===== src/rtl/button_event_decoder_if.sv =====
// Event-decoder bus: debounced button level in, press strobes and event count out.
// master = the side that drives btn_state; slave = the decoder.
interface button_event_decoder_if;
    localparam int unsigned EVT_W = 8;

    logic             btn_state;
    logic             short_press;
    logic             long_press;
    logic             repeat_press;
    logic             held;
    logic [EVT_W-1:0] evt_count;

    modport master (
        output btn_state,
        input  short_press,
        input  long_press,
        input  repeat_press,
        input  held,
        input  evt_count
    );

    modport slave (
        input  btn_state,
        output short_press,
        output long_press,
        output repeat_press,
        output held,
        output evt_count
    );
endinterface


===== src/rtl/button_event_decoder.sv =====
// Classifies debounced button presses into short/long strobes plus an event count.
// Define BUTTON_EVENT_REPEAT_EN to emit auto-repeat strobes while a long press is held.
module button_event_decoder #(
    parameter int unsigned LONG_CYCLES   = 50_000_000,
    parameter int unsigned REPEAT_CYCLES = 10_000_000,
    parameter int unsigned CNT_W         = 27
) (
    input  logic                         clk,
    input  logic                         rst,
    button_event_decoder_if.slave        bus
);
    localparam int unsigned EVT_W = 8;

    // Elaboration-time parameter legality checks.
    if (LONG_CYCLES < 2) begin : g_bad_long
        $error("button_event_decoder: LONG_CYCLES must be >= 2");
    end
    if (REPEAT_CYCLES < 1) begin : g_bad_repeat
        $error("button_event_decoder: REPEAT_CYCLES must be >= 1");
    end
    if ((CNT_W < 64) &&
        (((64'(1) << CNT_W) <= 64'(LONG_CYCLES)) ||
         ((64'(1) << CNT_W) <= 64'(REPEAT_CYCLES)))) begin : g_bad_cnt_w
        $error("button_event_decoder: CNT_W too narrow for the cycle thresholds");
    end

    localparam logic [CNT_W-1:0] LONG_LAST = CNT_W'(LONG_CYCLES - 1);
`ifdef BUTTON_EVENT_REPEAT_EN
    localparam logic [CNT_W-1:0] REPEAT_LAST = CNT_W'(REPEAT_CYCLES - 1);
`endif

    typedef enum logic [1:0] {
        IDLE    = 2'd0,
        PRESSED = 2'd1,
        HELD    = 2'd2
    } state_e;

    state_e           state_q;
    logic [CNT_W-1:0] cnt_q;
    logic             prev_btn_q;
    logic             short_q;
    logic             long_q;
    logic             repeat_q;
    logic             held_q;
    logic [EVT_W-1:0] evt_q;
    logic             rise_c;

    assign rise_c = bus.btn_state & ~prev_btn_q;

    // prev_btn resets high so a button held through reset is ignored until re-pressed.
    always_ff @(posedge clk) begin
        if (rst) begin
            state_q    <= IDLE;
            cnt_q      <= '0;
            prev_btn_q <= 1'b1;
            short_q    <= 1'b0;
            long_q     <= 1'b0;
            repeat_q   <= 1'b0;
            held_q     <= 1'b0;
            evt_q      <= '0;
        end else begin
            prev_btn_q <= bus.btn_state;
            short_q    <= 1'b0;
            long_q     <= 1'b0;
            repeat_q   <= 1'b0;

            unique case (state_q)
                IDLE: begin
                    held_q <= 1'b0;
                    if (rise_c) begin
                        state_q <= PRESSED;
                        cnt_q   <= CNT_W'(1);
                        held_q  <= 1'b1;
                    end
                end
                PRESSED: begin
                    if (bus.btn_state) begin
                        if (cnt_q == LONG_LAST) begin
                            long_q  <= 1'b1;
                            state_q <= HELD;
                            cnt_q   <= '0;
                            evt_q   <= evt_q + EVT_W'(1);
                        end else begin
                            cnt_q <= cnt_q + CNT_W'(1);
                        end
                    end else begin
                        short_q <= 1'b1;
                        state_q <= IDLE;
                        cnt_q   <= '0;
                        held_q  <= 1'b0;
                        evt_q   <= evt_q + EVT_W'(1);
                    end
                end
                HELD: begin
                    if (bus.btn_state) begin
`ifdef BUTTON_EVENT_REPEAT_EN
                        if (cnt_q == REPEAT_LAST) begin
                            repeat_q <= 1'b1;
                            cnt_q    <= '0;
                        end else begin
                            cnt_q <= cnt_q + CNT_W'(1);
                        end
`else
                        cnt_q <= '0;
`endif
                    end else begin
                        state_q <= IDLE;
                        held_q  <= 1'b0;
                        cnt_q   <= '0;
                    end
                end
                default: begin
                    state_q <= IDLE;
                    cnt_q   <= '0;
                    held_q  <= 1'b0;
                end
            endcase
        end
    end

    assign bus.short_press  = short_q;
    assign bus.long_press   = long_q;
    assign bus.repeat_press = repeat_q;
    assign bus.held         = held_q;
    assign bus.evt_count    = evt_q;
endmodule


===== src/flat_wrapper.sv =====
// flat-port wrapper written by rule: the top's interface ports become plain ports
module button_event_decoder_flat 
#(
    parameter int unsigned LONG_CYCLES   = 50_000_000,
    parameter int unsigned REPEAT_CYCLES = 10_000_000,
    parameter int unsigned CNT_W         = 27
)
  (clk, rst, bus_btn_state, bus_short_press, bus_long_press, bus_repeat_press, bus_held, bus_evt_count);
  button_event_decoder_if bus_i ();
  input  logic clk;
  input  logic rst;
  input wire logic [$bits(bus_i.btn_state)-1:0] bus_btn_state;
  output wire logic [$bits(bus_i.short_press)-1:0] bus_short_press;
  output wire logic [$bits(bus_i.long_press)-1:0] bus_long_press;
  output wire logic [$bits(bus_i.repeat_press)-1:0] bus_repeat_press;
  output wire logic [$bits(bus_i.held)-1:0] bus_held;
  output wire logic [$bits(bus_i.evt_count)-1:0] bus_evt_count;
  assign bus_i.btn_state = bus_btn_state;
  assign bus_short_press = bus_i.short_press;
  assign bus_long_press = bus_i.long_press;
  assign bus_repeat_press = bus_i.repeat_press;
  assign bus_held = bus_i.held;
  assign bus_evt_count = bus_i.evt_count;
  button_event_decoder #(.LONG_CYCLES(LONG_CYCLES), .REPEAT_CYCLES(REPEAT_CYCLES), .CNT_W(CNT_W)) u_core (.clk(clk), .rst(rst), .bus(bus_i));
endmodule

===== config.mk =====
export PLATFORM = sky130hd
export DESIGN_NAME = button_event_decoder_flat
export DESIGN_NICKNAME = d
export VERILOG_FILES = /design/src/rtl/button_event_decoder_if.sv /design/src/rtl/button_event_decoder.sv /design/src/flat_wrapper.sv
export SDC_FILE = /design/constraint.sdc
export NUM_CORES = 1
export LEC_CHECK = 0
export ABC_AREA = 0
export CAP_MARGIN = 20
export CORE_MARGIN = 5
export CORE_UTILIZATION = 45
export CTS_CLUSTER_DIAMETER = 80
export DETAILED_ROUTE_END_ITERATION = 12
export GPL_ROUTABILITY_DRIVEN = 0
export GPL_TIMING_DRIVEN = 1
export PLACE_DENSITY = 0.66
export SKIP_LAST_GASP = 1
export SYNTH_ARGS = -nofsm -noshare
export SYNTH_HDL_FRONTEND = slang
export SYNTH_SLANG_ARGS = --single-unit

===== constraint.sdc =====
create_clock -name clk -period 1.9 [get_ports clk]
set_input_delay 0.285 -clock clk [delete_from_list [all_inputs] [get_ports clk]]
set_output_delay 0.285 -clock clk [all_outputs]
set_load 0.01 [all_outputs]

# Yosys cells after proc, flatten, opt, wreduce, memory -nomap -nowiden
# Cells that the tools add are included.
[word_totals]
reg_bits = 41
latch_bits = 0
ram_bits = 0
romBits = 0
out_inout_bits = 12
elab_cells = 43
n_memories = 0
[classes]
n_addsub = 2
multipliers = 0
div = 0
magnitude_cmp = 0
n_eq_ne = 8
shift = 0
mux = 16
bitwise = 4
reduce_logical = 6
[ops]
columns = ["cell", "n"]
rows = [
  ["$mux W27", 3],
  ["$pmux W27 S2", 1],
  ["$add A27 B1 Y27 const B", 1],
  ["$eq A27 B26 Y1 const B", 1],
  ["$mux W8", 2],
  ["$add A8 B1 Y8 const B", 1],
  ["$mux W2", 4],
  ["$pmux W2 S3", 1],
  ["$mux W1", 4],
  ["$ne A2 B1 Y1 const B", 2],
  ["$ne A2 B2 Y1 const B", 2],
  ["$reduce_or A2 Y1", 2],
  ["$ne A3 B2 Y1 const B", 1],
  ["$not A1 Y1", 3],
  ["$reduce_and A3 Y1", 1],
  ["$reduce_or A3 Y1", 1],
  ["$eq A2 B1 Y1 const B", 1],
  ["$eq A2 B2 Y1 const B", 1],
  ["$logic_not A2 Y1", 1],
  ["$pmux W1 S2", 1],
  ["$reduce_and A2 Y1", 1],
  ["$and A1 B1 Y1", 1],
]

# Longest topological paths before layout
# Gate-level depths: netlist (run 1).
[logic_depth]
depth_word = 4
depth_mapped = 8

# Least setup slack after synthesis (run 1)
# OpenSTA, ideal clock, no wires.
[synth_timing]
path_type = "register to register"
startpoint = "reg u_core.state_q[1]"
endpoint = "reg u_core.evt_q[6], in the netlist u_core.bus.evt_count[6]"
setup_time_ns = 0.071
arrival_ns = 2.000
setup_slack_ns = -0.170
path_stages_with_launch = 9
path_buffers = 1
path_cell_list = "dfxtp_1 > inv_1 > ha_1 > or3b_2 > nor4_2 > a32oi_1 > buf_2 > or3_1 > a21oi_1"
[synth_between]
elab_chain_cells = 2
[synth_rtl]
columns = ["item", "line", "rtl"]
rows = [
  ["start, declared", "button_event_decoder.sv:38", "state_e state_q;"],
  ["start signal, assigned", "button_event_decoder.sv:53", "state_q <= IDLE;"],
  ["start signal, assigned", "button_event_decoder.sv:71", "state_q <= PRESSED;"],
  ["start signal, assigned", "button_event_decoder.sv:80", "state_q <= HELD;"],
  ["$eq A2 B1 Y1", "button_event_decoder.sv:67", "unique case (state_q)"],
  ["$reduce_and A2 Y1 (no source line)", "-", ""],
  ["end signal, assigned", "button_event_decoder.sv:82", "evt_q <= evt_q + EVT_W'(1);"],
  ["end signal, assigned", "button_event_decoder.sv:91", "evt_q <= evt_q + EVT_W'(1);"],
  ["end, declared", "button_event_decoder.sv:45", "logic [EVT_W-1:0] evt_q;"],
]
# No other way between the ends.
# A chain may end at the register's enable or synchronous reset.

# Final worst setup path (run 1)
[layout_timing]
startpoint = "reg u_core.cnt_q[9]"
endpoint = "reg u_core.cnt_q[7]"
[layout_between]
elab_chain_cells = 4
[layout_rtl]
columns = ["item", "line", "rtl"]
rows = [
  ["start, declared", "button_event_decoder.sv:39", "logic [CNT_W-1:0] cnt_q;"],
  ["start signal, assigned", "button_event_decoder.sv:84", "cnt_q <= cnt_q + CNT_W'(1);"],
  ["$eq A27 B26 Y1", "button_event_decoder.sv:78", "if (cnt_q == LONG_LAST) begin"],
  ["$mux W27", "button_event_decoder.sv:78", ""],
  ["$mux W27", "button_event_decoder.sv:77", "if (bus.btn_state) begin"],
  ["$pmux W27 S2", "button_event_decoder.sv:67", ""],
]
# No other way between the ends.

==> results.py, run 1 <==
metrics = {
    "outcome": {
        "status": "complete, but fails checks",
        "failed_checks": "negative setup slack",
    },
    "layout": {
        "area_growth_pct": 31.7,
        "diodes": 0,
        "fin_nets": 314,
        "fillerInstances": 405,
        "final_layout_size_suffix_gt1_frac": 0.218,
    },
    "critical_path": {
        "critPathMaxStageDelay_ns": 0.54,
        "cp-end-kind": "flip-flop",
        "crit_path_max_fanout": 6,
        "worstSetupPathDepth": 8,
        "startpoint_type": "flip-flop",
        "r2r-start": "u_core.cnt_q[9]$_SDFFE_PP0P_",
        "critPathLaunch": "u_core.cnt_q[9]$_SDFFE_PP0P_",
        "worst-r2r-cell-count": 8,
        "cp_top_family": "simple AND/OR/NAND/NOR gates",
        "path_class": "reg2reg",
        "cp_common_cell": "buf_4",
        "r2r_end": "u_core.cnt_q[7]$_SDFFE_PP0P_",
        "cp.arrival_ns": 2.30,
        "critical_path_buf_inv_count": 3,
        "crit_required_ns": 2.08,
        "cp-endpoint": "u_core.cnt_q[7]$_SDFFE_PP0P_",
        "regToRegSetupSlack_ns": -0.22,
        "crit_slowest_cell": "or4_4",
        "cp_cell_sequence": "or4_4 > buf_4 > nor3_2 > nand4_1 > buf_4 > a21oi_4 > clkbuf_16 > nor3_1",
    },
    "global_routing": {
        "grt_pass1_vias": 1914,
        "overflow": 0,
        "grt.total_usage": 0.182,
        "antenna_found_initial": 0,
        "grt_pass1_wl_mm": 8.96,
        "grt_max_degree": 28,
    },
    "die": {
        "die_w_um": 78.3,
        "coreArea_um2": 4440,
        "die-area_um2": 6140,
        "start_util": 0.473,
        "die_h_um": 78.3,
        "num_rows": 24,
        "num_io_pins": 15,
    },
    "yosys": {
        "syn_area_um2": 2100,
        "synth_common_cells": "41 x dfxtp_1, 29 x nor3_1, 15 x nand2_1",
        "ys.flop_type": "dfxtp_1",
        "yosys.area_share.simple": 0.332,
        "synth_top_area_cell": "dfxtp_1",
        "syn_inst": 254,
        "synthAdderAreaFrac": 0.0298,
        "synth_top_area_share": 0.390,
        "synth_edf_count": 0,
        "muxShareOfSynthArea": 0.00476,
        "synth.top_cells.by_area": "dfxtp_1 39%, nor3_1 6.9%, xnor2_1 5.0%",
        "syn-num-nets": 262,
        "ys_ff_latch": 41,
        "ys_types": 41,
        "synth_top_family_by_area": "simple AND/OR/NAND/NOR gates",
        "yosysMostFrequentCell": "dfxtp_1",
        "synth_area_per_cell_um2": 8.28,
        "synth_xor_area_frac": 0.0958,
        "synth_compound_area_frac": 0.0994,
        "ys_warn_count": 0,
        "synth-async-reset-ratio": 0,
        "seq_area_frac_synth": 0.390,
    },
    "detailed_routing": {
        "wl_per_cell_um": 14.7,
        "drt_iter0_drc": 134,
        "wirelength_mm": 5.28,
        "firstDrtPassIters": 4,
        "vias": 2045,
        "post_drt_via_cell_ratio": 5.70,
        "route.detailed.drc": 0,
        "postRouteAntennaNets": 0,
    },
    "timing": {
        "finalSetupViolations": 34,
        "slew_viol_final": 0,
        "hold_violations": 0,
        "min_period_ns": 2.12,
        "clock.fmax_mhz": 473,
        "finalClockSkew_ns": 0.0107,
        "setup_ws_ns": -0.215,
        "holdWs_ns": 0.495,
        "final.period_utilization": 1.11,
        "rsz0062_at_grt": "yes",
    },
    "power": {
        "p_leak_uw": 0.000997,
        "finalPower_uw": 1670,
        "peakVddDrop_mv": 0.372,
        "power_density_nw_per_um2": 602,
    },
    "clock_network": {
        "root_buffer": "clkbuf_8",
        "clk_pin_slew_ns": 0.08,
        "cts_buffers": 5,
        "clock_latency_ns": 0.31,
        "clock_sinks": 41,
        "clockBufferDepth": 2,
        "cts_tree": "built",
        "cts-htree-levels": 2,
    },
    "placement": {
        "pre_cts_slack_ns": -0.183,
        "hpwl_mm": 3.50,
        "io_buffers": 13,
    },
    "run": {
        "cap_violations": 0,
    },
    "hold_path": {
        "hold_path.class": "reg2reg",
    },
}
sequential cells by signal, indices dropped and copies added (netlist names):
name and flops:
u_core.cnt_q 27, u_core.bus.evt_count 8, u_core.state_q 2, u_core.bus.held 1, u_core.bus.long_press 1, u_core.bus.short_press 1
u_core.prev_btn_q 1
layer usage:
layer / vias to the layer above / wire [µm] / track usage
met1: 974 / 2550 / 0.240
met5: - / 0 / 0
met3: 8 / 157 / 0.0400
met4: 0 / 92 / 0.0717
li1: 1024 / - / -
met2: 39 / 2480 / 0.289
how the worst min path moves through the flow:
stage          slack [ns]                              endpoint  cells after the start                                  from
2_1_floorplan        0.41          u_core.prev_btn_q$_SDFF_PP1_                      1                         bus_btn_state
3_3_place_gp         0.47  u_core.bus.evt_count[7]$_SDFFE_PP0P_                      2  u_core.bus.evt_count[7]$_SDFFE_PP0P_
3_5_place_dp         0.48  u_core.bus.evt_count[7]$_SDFFE_PP0P_                      2  u_core.bus.evt_count[7]$_SDFFE_PP0P_
4_1_cts              0.50  u_core.bus.evt_count[7]$_SDFFE_PP0P_                      2  u_core.bus.evt_count[7]$_SDFFE_PP0P_
5_1_grt              0.53  u_core.bus.evt_count[5]$_SDFFE_PP0P_                      2  u_core.bus.evt_count[5]$_SDFFE_PP0P_
6_report             0.49  u_core.bus.evt_count[7]$_SDFFE_PP0P_                      2  u_core.bus.evt_count[7]$_SDFFE_PP0P_
cell type report:
class | count | area, µm² | share of cell area
Multi-Input combinational cell | 189 | 1230 | 0.444
Sequential cell | 41 | 825 | 0.298
Timing Repair Buffer | 58 | 505 | 0.183
Clock buffer | 7 | 96.3 | 0.0348
Tap cell | 52 | 65.1 | 0.0235
Inverter | 11 | 41.3 | 0.0149
Clock inverter | 1 | 5.00 | 0.00181
cells by family (layout without fill, tap and decap cells):
group,count (synthesis),in the layout
buf+inv,24,77
simple gates,125,125
xor+xnor,23,23
compound gates,34,34
flops,41,41
other cells,1,1
fa+ha+maj,5,5
mux,1,1
worst reg2reg max path: cells and delay by family (launching register included):
| family | cells | cell delay (ns) |
|---|---|---|
| and+or+nand+nor | 4 | 0.90 |
| buffers and inverters | 3 | 0.55 |
| AOI/OAI and AO/OA | 1 | 0.23 |
| DFF | 1 | 0.32 |
placed cells by master, fill, tap and decap left out, drive strengths merged, types with 2 or more instances in the layout:
| cell | n |
|---|---|
| a32oi | 4 |
| nand4 | 12 |
| and2 | 4 |
| o21ai | 6 |
| nor3 | 29 |
| nand2b | 2 |
| a31oi | 3 |
| or3 | 5 |
| inv | 11 |
| and3 | 10 |
| o31ai | 2 |
| xnor2 | 12 |
| and4 | 3 |
| a21oi | 14 |
| buf | 43 |
| nand3 | 14 |
| nor4 | 7 |
| dfxtp | 41 |
| nand2 | 15 |
| clkdlybuf4s50 | 13 |
| clkbuf | 8 |
| nor2 | 13 |
| ha | 5 |
| or4 | 3 |
| xor2 | 11 |
| nor4b | 3 |
per-stage QoR:
step	instance area, µm²	setup TNS [ns]	instances	utilization
CTS	2720	-4.69	357	0.611
finish	2770	-5.84	359	0.623
global placement	2560	-0.935	343	0.575
detailed placement	2560	-2.78	343	0.575
floorplan	2130	-0.222	254	-
global route	2770	-8.68	359	0.623
where the power goes:
| group | internal, µW | switching, µW |
|---|---|---|
| sequential | 865 | 5.79 |
| clock | 329 | 324 |
| combinational | 64.0 | 77.7 |
| total | 1260 | 408 |
timing repair:
action / CTS / global route
buffers inserted: 5 / 0
endpoints found under the hold margin: 0 / 0
gates resized for setup: 3 / 3
setup endpoints to repair: 34 / 37
pin swaps: 12 / 7
hold buffers: 0 / 0
gates cloned: 1 / 2
No activity file was read; power rests on OpenSTA's default activity.
==> run 2: changes to the inputs <==
CORE_MARGIN = default   (was 5)
CTS_CLUSTER_SIZE = 10   (was default)
PLACE_DENSITY = default   (was 0.66)
clock period = 2.1 ns   (was 1.9 ns; I/O delays follow)
==> results.py, run 2 (same netlist as run 1, synthesis figures left out) <==
metrics = {
    "outcome": {
        "status": "complete, no violations",
    },
    "layout": {
        "diodes": 0,
        "largest_register_ffs": 27,
        "seq_area_um2": 823,
        "fillerInstances": 396,
        "stdcell_area_um2": 2670,
        "final_layout_size_suffix_gt1_frac": 0.199,
        "regMostFlops": "u_core.cnt_q",
        "layout_common_cells": "39 x dfxtp_1, 34 x buf_4, 29 x nor3_1",
        "utilization": 0.604,
        "area_growth_pct": 26.8,
        "fin_nets": 304,
        "multi_input_area_um2": 1250,
        "mostFrequentLayoutCell": "dfxtp_1",
    },
    "die": {
        "start_util": 0.476,
        "die_w_um": 70.3,
        "num_rows": 24,
        "die-area_um2": 4950,
        "coreArea_um2": 4410,
        "num_io_pins": 15,
        "die_h_um": 70.3,
    },
    "critical_path": {
        "startpoint_type": "flip-flop",
        "crit_required_ns": 2.33,
        "cp_cell_sequence": "inv_2 > ha_4 > or3b_4 > nor4_4 > a32oi_2 > buf_4 > or3_1 > a21oi_1",
        "critPathMaxStageDelay_ns": 0.38,
        "cp.arrival_ns": 2.31,
        "path_class": "reg2reg",
        "r2r_end": "u_core.bus.evt_count[6]$_SDFFE_PP0P_",
        "critical_path_buf_inv_count": 2,
        "crit_slowest_cell": "or3b_4",
        "cp-end-kind": "flip-flop",
        "crit_path_max_fanout": 4,
        "worst-r2r-cell-count": 8,
        "cp_top_family": "simple AND/OR/NAND/NOR gates",
        "regToRegSetupSlack_ns": 0.02,
        "r2r-start": "u_core.state_q[1]$_SDFFE_PP0P_",
    },
    "global_routing": {
        "overflow": 0,
        "antenna_found_initial": 0,
        "grt_max_degree": 22,
        "grt.total_usage": 0.208,
        "grt_pass1_wl_mm": 8.25,
        "grt_pass1_vias": 1792,
    },
    "clock_network": {
        "clock_sinks": 41,
        "cts_buffers": 5,
        "cts-htree-levels": 2,
        "clockBufferDepth": 2,
        "cts_tree": "built",
        "clock_latency_ns": 0.30,
        "root_buffer": "clkbuf_8",
        "clk_pin_slew_ns": 0.08,
    },
    "placement": {
        "io_buffers": 13,
        "placedInstanceArea_um2": 2480,
        "pre_cts_slack_ns": -0.0399,
        "hpwl_mm": 3.44,
    },
    "timing": {
        "clock.fmax_mhz": 481,
        "slew_viol_final": 0,
        "finalClockSkew_ns": 0.00896,
        "min_period_ns": 2.08,
        "finalSetupViolations": 0,
        "final.period_utilization": 0.989,
        "hold_violations": 0,
        "rsz0062_at_grt": "yes",
        "setup_ws_ns": 0.0225,
    },
    "detailed_routing": {
        "wirelength_mm": 4.79,
        "drt_iter0_drc": 91,
        "vias": 1939,
        "route.detailed.drc": 0,
        "postRouteAntennaNets": 0,
        "firstDrtPassIters": 4,
        "wl_per_cell_um": 13.8,
        "post_drt_via_cell_ratio": 5.57,
    },
    "hold_path": {
        "hold_depth": 2,
        "hold_path.class": "reg2reg",
        "min_to": "u_core.bus.evt_count[7]$_SDFFE_PP0P_",
        "holdCritStartpoint": "u_core.bus.evt_count[7]$_SDFFE_PP0P_",
    },
    "power": {
        "peakVddDrop_mv": 0.378,
        "p_leak_uw": 0.000939,
        "power_density_nw_per_um2": 537,
    },
    "run": {
        "cap_violations": 0,
    },
}
## run 2: worst max-delay path by stage
| stage | depth (start not counted) | from | end |
|---|---|---|---|
| 6_report | 8 | u_core.state_q[1]$_SDFFE_PP0P_ | u_core.bus.evt_count[6]$_SDFFE_PP0P_ |
| 5_1_grt | 8 | u_core.state_q[1]$_SDFFE_PP0P_ | u_core.bus.evt_count[6]$_SDFFE_PP0P_ |
| 4_1_cts | 6 | u_core.cnt_q[8]$_SDFFE_PP0P_ | u_core.bus.evt_count[4]$_SDFFE_PP0P_ |
| 3_5_place_dp | 8 | u_core.state_q[1]$_SDFFE_PP0P_ | u_core.bus.evt_count[4]$_SDFFE_PP0P_ |
| 3_3_place_gp | 8 | u_core.state_q[1]$_SDFFE_PP0P_ | u_core.bus.evt_count[3]$_SDFFE_PP0P_ |
| 2_1_floorplan | 8 | u_core.state_q[1]$_SDFFE_PP0P_ | u_core.bus.evt_count[6]$_SDFFE_PP0P_ |
## run 2: cell type report
class                      instances  area share
clock buffer                       6      0.0310
clock inverter                     1     0.00282
timing repair buffer              48       0.149
sequential                        41       0.309
inverter                          11      0.0155
multi-input combinational        189       0.469
tap                               52      0.0244
## run 2: worst min-delay path, delay by kind of cell, from the launching register on
kind	cells	cell delay, ns
flip-flops	1	0.34
AO/OA/AOI/OAI	2	0.12
## run 2: report_power, final
part | switching, µW | leakage (µW) | internal, µW
registers | 4.93 | 0.000332 | 782
logic | 60.3 | 0.000564 | 39.6
clock network | 284 | 0.0000433 | 260
total | 350 | 0.000939 | 1080
## run 2: metrics by stage
stage	total power, µW	std cells	hold WS [ns]	TNS [ns]
after global routing	1480	348	0.529	-0.608
after floorplan	861	254	0.435	0
after detailed placement	898	338	0.486	-0.140
final	1430	348	0.493	0
after global placement	898	338	0.469	-0.0212
after CTS	1440	345	0.507	0
## run 2: layer usage
metal | GRT usage | vias to the layer above | share of wire
met2 | 0.303 | 19 | 0.42
li1 | - | 1007 | -
met1 | 0.299 | 905 | 0.54
met5 | 0 | - | 0
met3 | 0.0346 | 8 | 0.020
met4 | 0.0933 | 0 | 0.019
## run 2: timing repair
item                       4_1_cts  5_1_grt
resized for setup                4       13
buffers inserted                 0        3
setup endpoints to repair        6       20
pin swaps                        0       14
hold buffers                     0        0
==> run 3: changes to the inputs <==
==> constraint.sdc (replaced) <==
create_clock -name clk -period 2.1 [get_ports clk]
set_input_delay 0.21 -clock clk [delete_from_list [all_inputs] [get_ports clk]]
set_output_delay 0.21 -clock clk [all_outputs]
set_load 0.01 [all_outputs]
==> results.py, run 3 (same netlist as run 1, synthesis figures left out) <==
metrics = {
    "layout": {
        "area_growth_pct": 27.6,
        "fillerInstances": 408,
        "regMostFlops": "u_core.cnt_q",
        "diodes": 0,
        "mostFrequentLayoutCell": "dfxtp_1",
        "finalNonFillerCells": 345,
        "largest_register_ffs": 27,
        "final_layout_size_suffix_gt1_frac": 0.195,
        "layout_common_cells": "39 x dfxtp_1, 30 x buf_4, 29 x nor3_1",
        "fin_nets": 300,
    },
    "die": {
        "coreArea_um2": 4410,
        "die-area_um2": 4950,
        "die_w_um": 70.3,
        "num_rows": 24,
        "start_util": 0.476,
        "num_io_pins": 15,
        "die_h_um": 70.3,
    },
    "critical_path": {
        "regToRegSetupSlack_ns": 0.03,
        "startpoint_type": "flip-flop",
        "crit_path_max_fanout": 5,
        "cp.arrival_ns": 2.31,
        "path_class": "reg2reg",
        "crit_required_ns": 2.33,
        "r2r_end": "u_core.bus.evt_count[2]$_SDFFE_PP0P_",
        "cp-end-kind": "flip-flop",
        "r2r-start": "u_core.state_q[1]$_SDFFE_PP0P_",
        "worst-r2r-cell-count": 8,
    },
    "detailed_routing": {
        "met2_wirelength_mm": 2.06,
        "wirelength_mm": 4.75,
        "firstDrtPassIters": 4,
        "wl_per_cell_um": 13.8,
        "dr.max_layer_used": "met4",
        "post_drt_via_cell_ratio": 5.55,
        "wl_met1_mm": 2.46,
        "postRouteAntennaNets": 0,
        "drt_iter0_drc": 127,
        "wl_met3_um": 186,
        "route.detailed.drc": 0,
        "vias": 1916,
    },
    "clock_network": {
        "cts_tree": "built",
        "clk_pin_slew_ns": 0.08,
        "root_buffer": "clkbuf_8",
        "clock_latency_ns": 0.29,
        "cts_buffers": 5,
        "clockBufferDepth": 2,
        "cts-htree-levels": 2,
        "clock_sinks": 41,
    },
    "power": {
        "power_density_nw_per_um2": 608,
        "peakVddDrop_mv": 0.531,
        "finalPower_uw": 1630,
        "p_leak_uw": 0.000947,
    },
    "timing": {
        "finalSetupTns_ns": 0,
        "slew_viol_final": 0,
        "rsz0062_at_grt": "yes",
        "min_period_ns": 2.07,
        "hold_violations": 0,
        "finalClockSkew_ns": 0.00677,
        "clock.fmax_mhz": 483,
        "final.period_utilization": 0.987,
        "finalSetupViolations": 0,
    },
    "run": {
        "cap_violations": 0,
    },
    "global_routing": {
        "grt_pass1_vias": 1774,
        "grt_pass1_wl_mm": 8.15,
        "grt_max_degree": 30,
        "antenna_found_initial": 0,
        "grt.total_usage": 0.205,
        "overflow": 0,
    },
    "hold_path": {
        "hold_depth": 2,
        "min_to": "u_core.bus.held$_SDFFE_PP0P_",
        "hold_path.class": "reg2reg",
        "holdCritStartpoint": "u_core.bus.held$_SDFFE_PP0P_",
    },
    "outcome": {
        "status": "complete, no violations",
    },
    "placement": {
        "dp.cells": 336,
        "io_buffers": 13,
        "hpwl_mm": 3.43,
    },
}
-- run 3: cell count changes in the layout (fill, tap and decap cells not counted), sizes merged --
cell      delta
clkinvlp     -1
buf          -4
clkbuf       -1
bufinv       +2
clkinv       +1
-- run 3: final cells by class --
cell class | count | area, µm² | area share
clock inverter | 3 | 65.1 | 0.0243
tap | 52 | 65.1 | 0.0243
inverter | 11 | 41.3 | 0.0154
timing repair buffer | 44 | 367 | 0.137
sequential | 41 | 823 | 0.307
clock buffer | 5 | 68.8 | 0.0257
multi-input combinational | 189 | 1250 | 0.467
-- run 3: metal layers --
layer  GRT usage  vias to the layer above
li1            -                      993
met1       0.295                      885
met2       0.308                       34
met3      0.0476                        4
met4      0.0467                        0
met5           0                        -
-- run 3: metrics by stage --
step                cell area, µm²  hold slack (ns)  setup slack [ns]  utilization
CTS                           2630            0.491           0.00532        0.596
floorplan                     2100            0.330            0.0298            -
detailed placement            2470            0.480           -0.0205        0.559
global placement              2470            0.473            0.0324        0.559
global route                  2680            0.532           -0.0961        0.608
finish                        2680            0.494            0.0275        0.608
-- run 3: how the worst max path moves through the flow --
stage | cells after the start | from | slack, ns | to
floorplan | 8 | u_core.state_q[1]$_SDFFE_PP0P_ | 0.03 | u_core.bus.evt_count[6]$_SDFFE_PP0P_
global placement | 8 | u_core.state_q[1]$_SDFFE_PP0P_ | 0.03 | u_core.bus.evt_count[3]$_SDFFE_PP0P_
detailed placement | 8 | u_core.state_q[1]$_SDFFE_PP0P_ | -0.02 | u_core.bus.evt_count[4]$_SDFFE_PP0P_
CTS | 5 | u_core.cnt_q[8]$_SDFFE_PP0P_ | 0.005 | u_core.bus.evt_count[7]$_SDFFE_PP0P_
global route | 6 | u_core.cnt_q[8]$_SDFFE_PP0P_ | -0.1 | u_core.cnt_q[16]$_SDFFE_PP0P_
finish | 8 | u_core.state_q[1]$_SDFFE_PP0P_ | 0.03 | u_core.bus.evt_count[2]$_SDFFE_PP0P_
-- run 3: worst max-delay path, stage by stage, from the launching register on --
cell and delay (ns):
dfxtp_2 0.33, inv_2 0.07, ha_4 0.14, or3b_4 0.38, nor4_4 0.29, a32oi_2 0.17
buf_4 0.19, or3_4 0.32, a21oi_2 0.12
-- run 3: what timing repair did --
action,4_1_cts,5_1_grt
hold buffers,0,0
buffers inserted,1,0
resized for setup,4,16
endpoints found under the setup margin,6,24
pin swaps,1,14
-- run 3: power by group --
group	switching [µW]	leakage [µW]	internal, µW
Clock	278	0.0000681	472
Sequential	4.79	0.000332	782
Combinational	58.5	0.000547	36.2
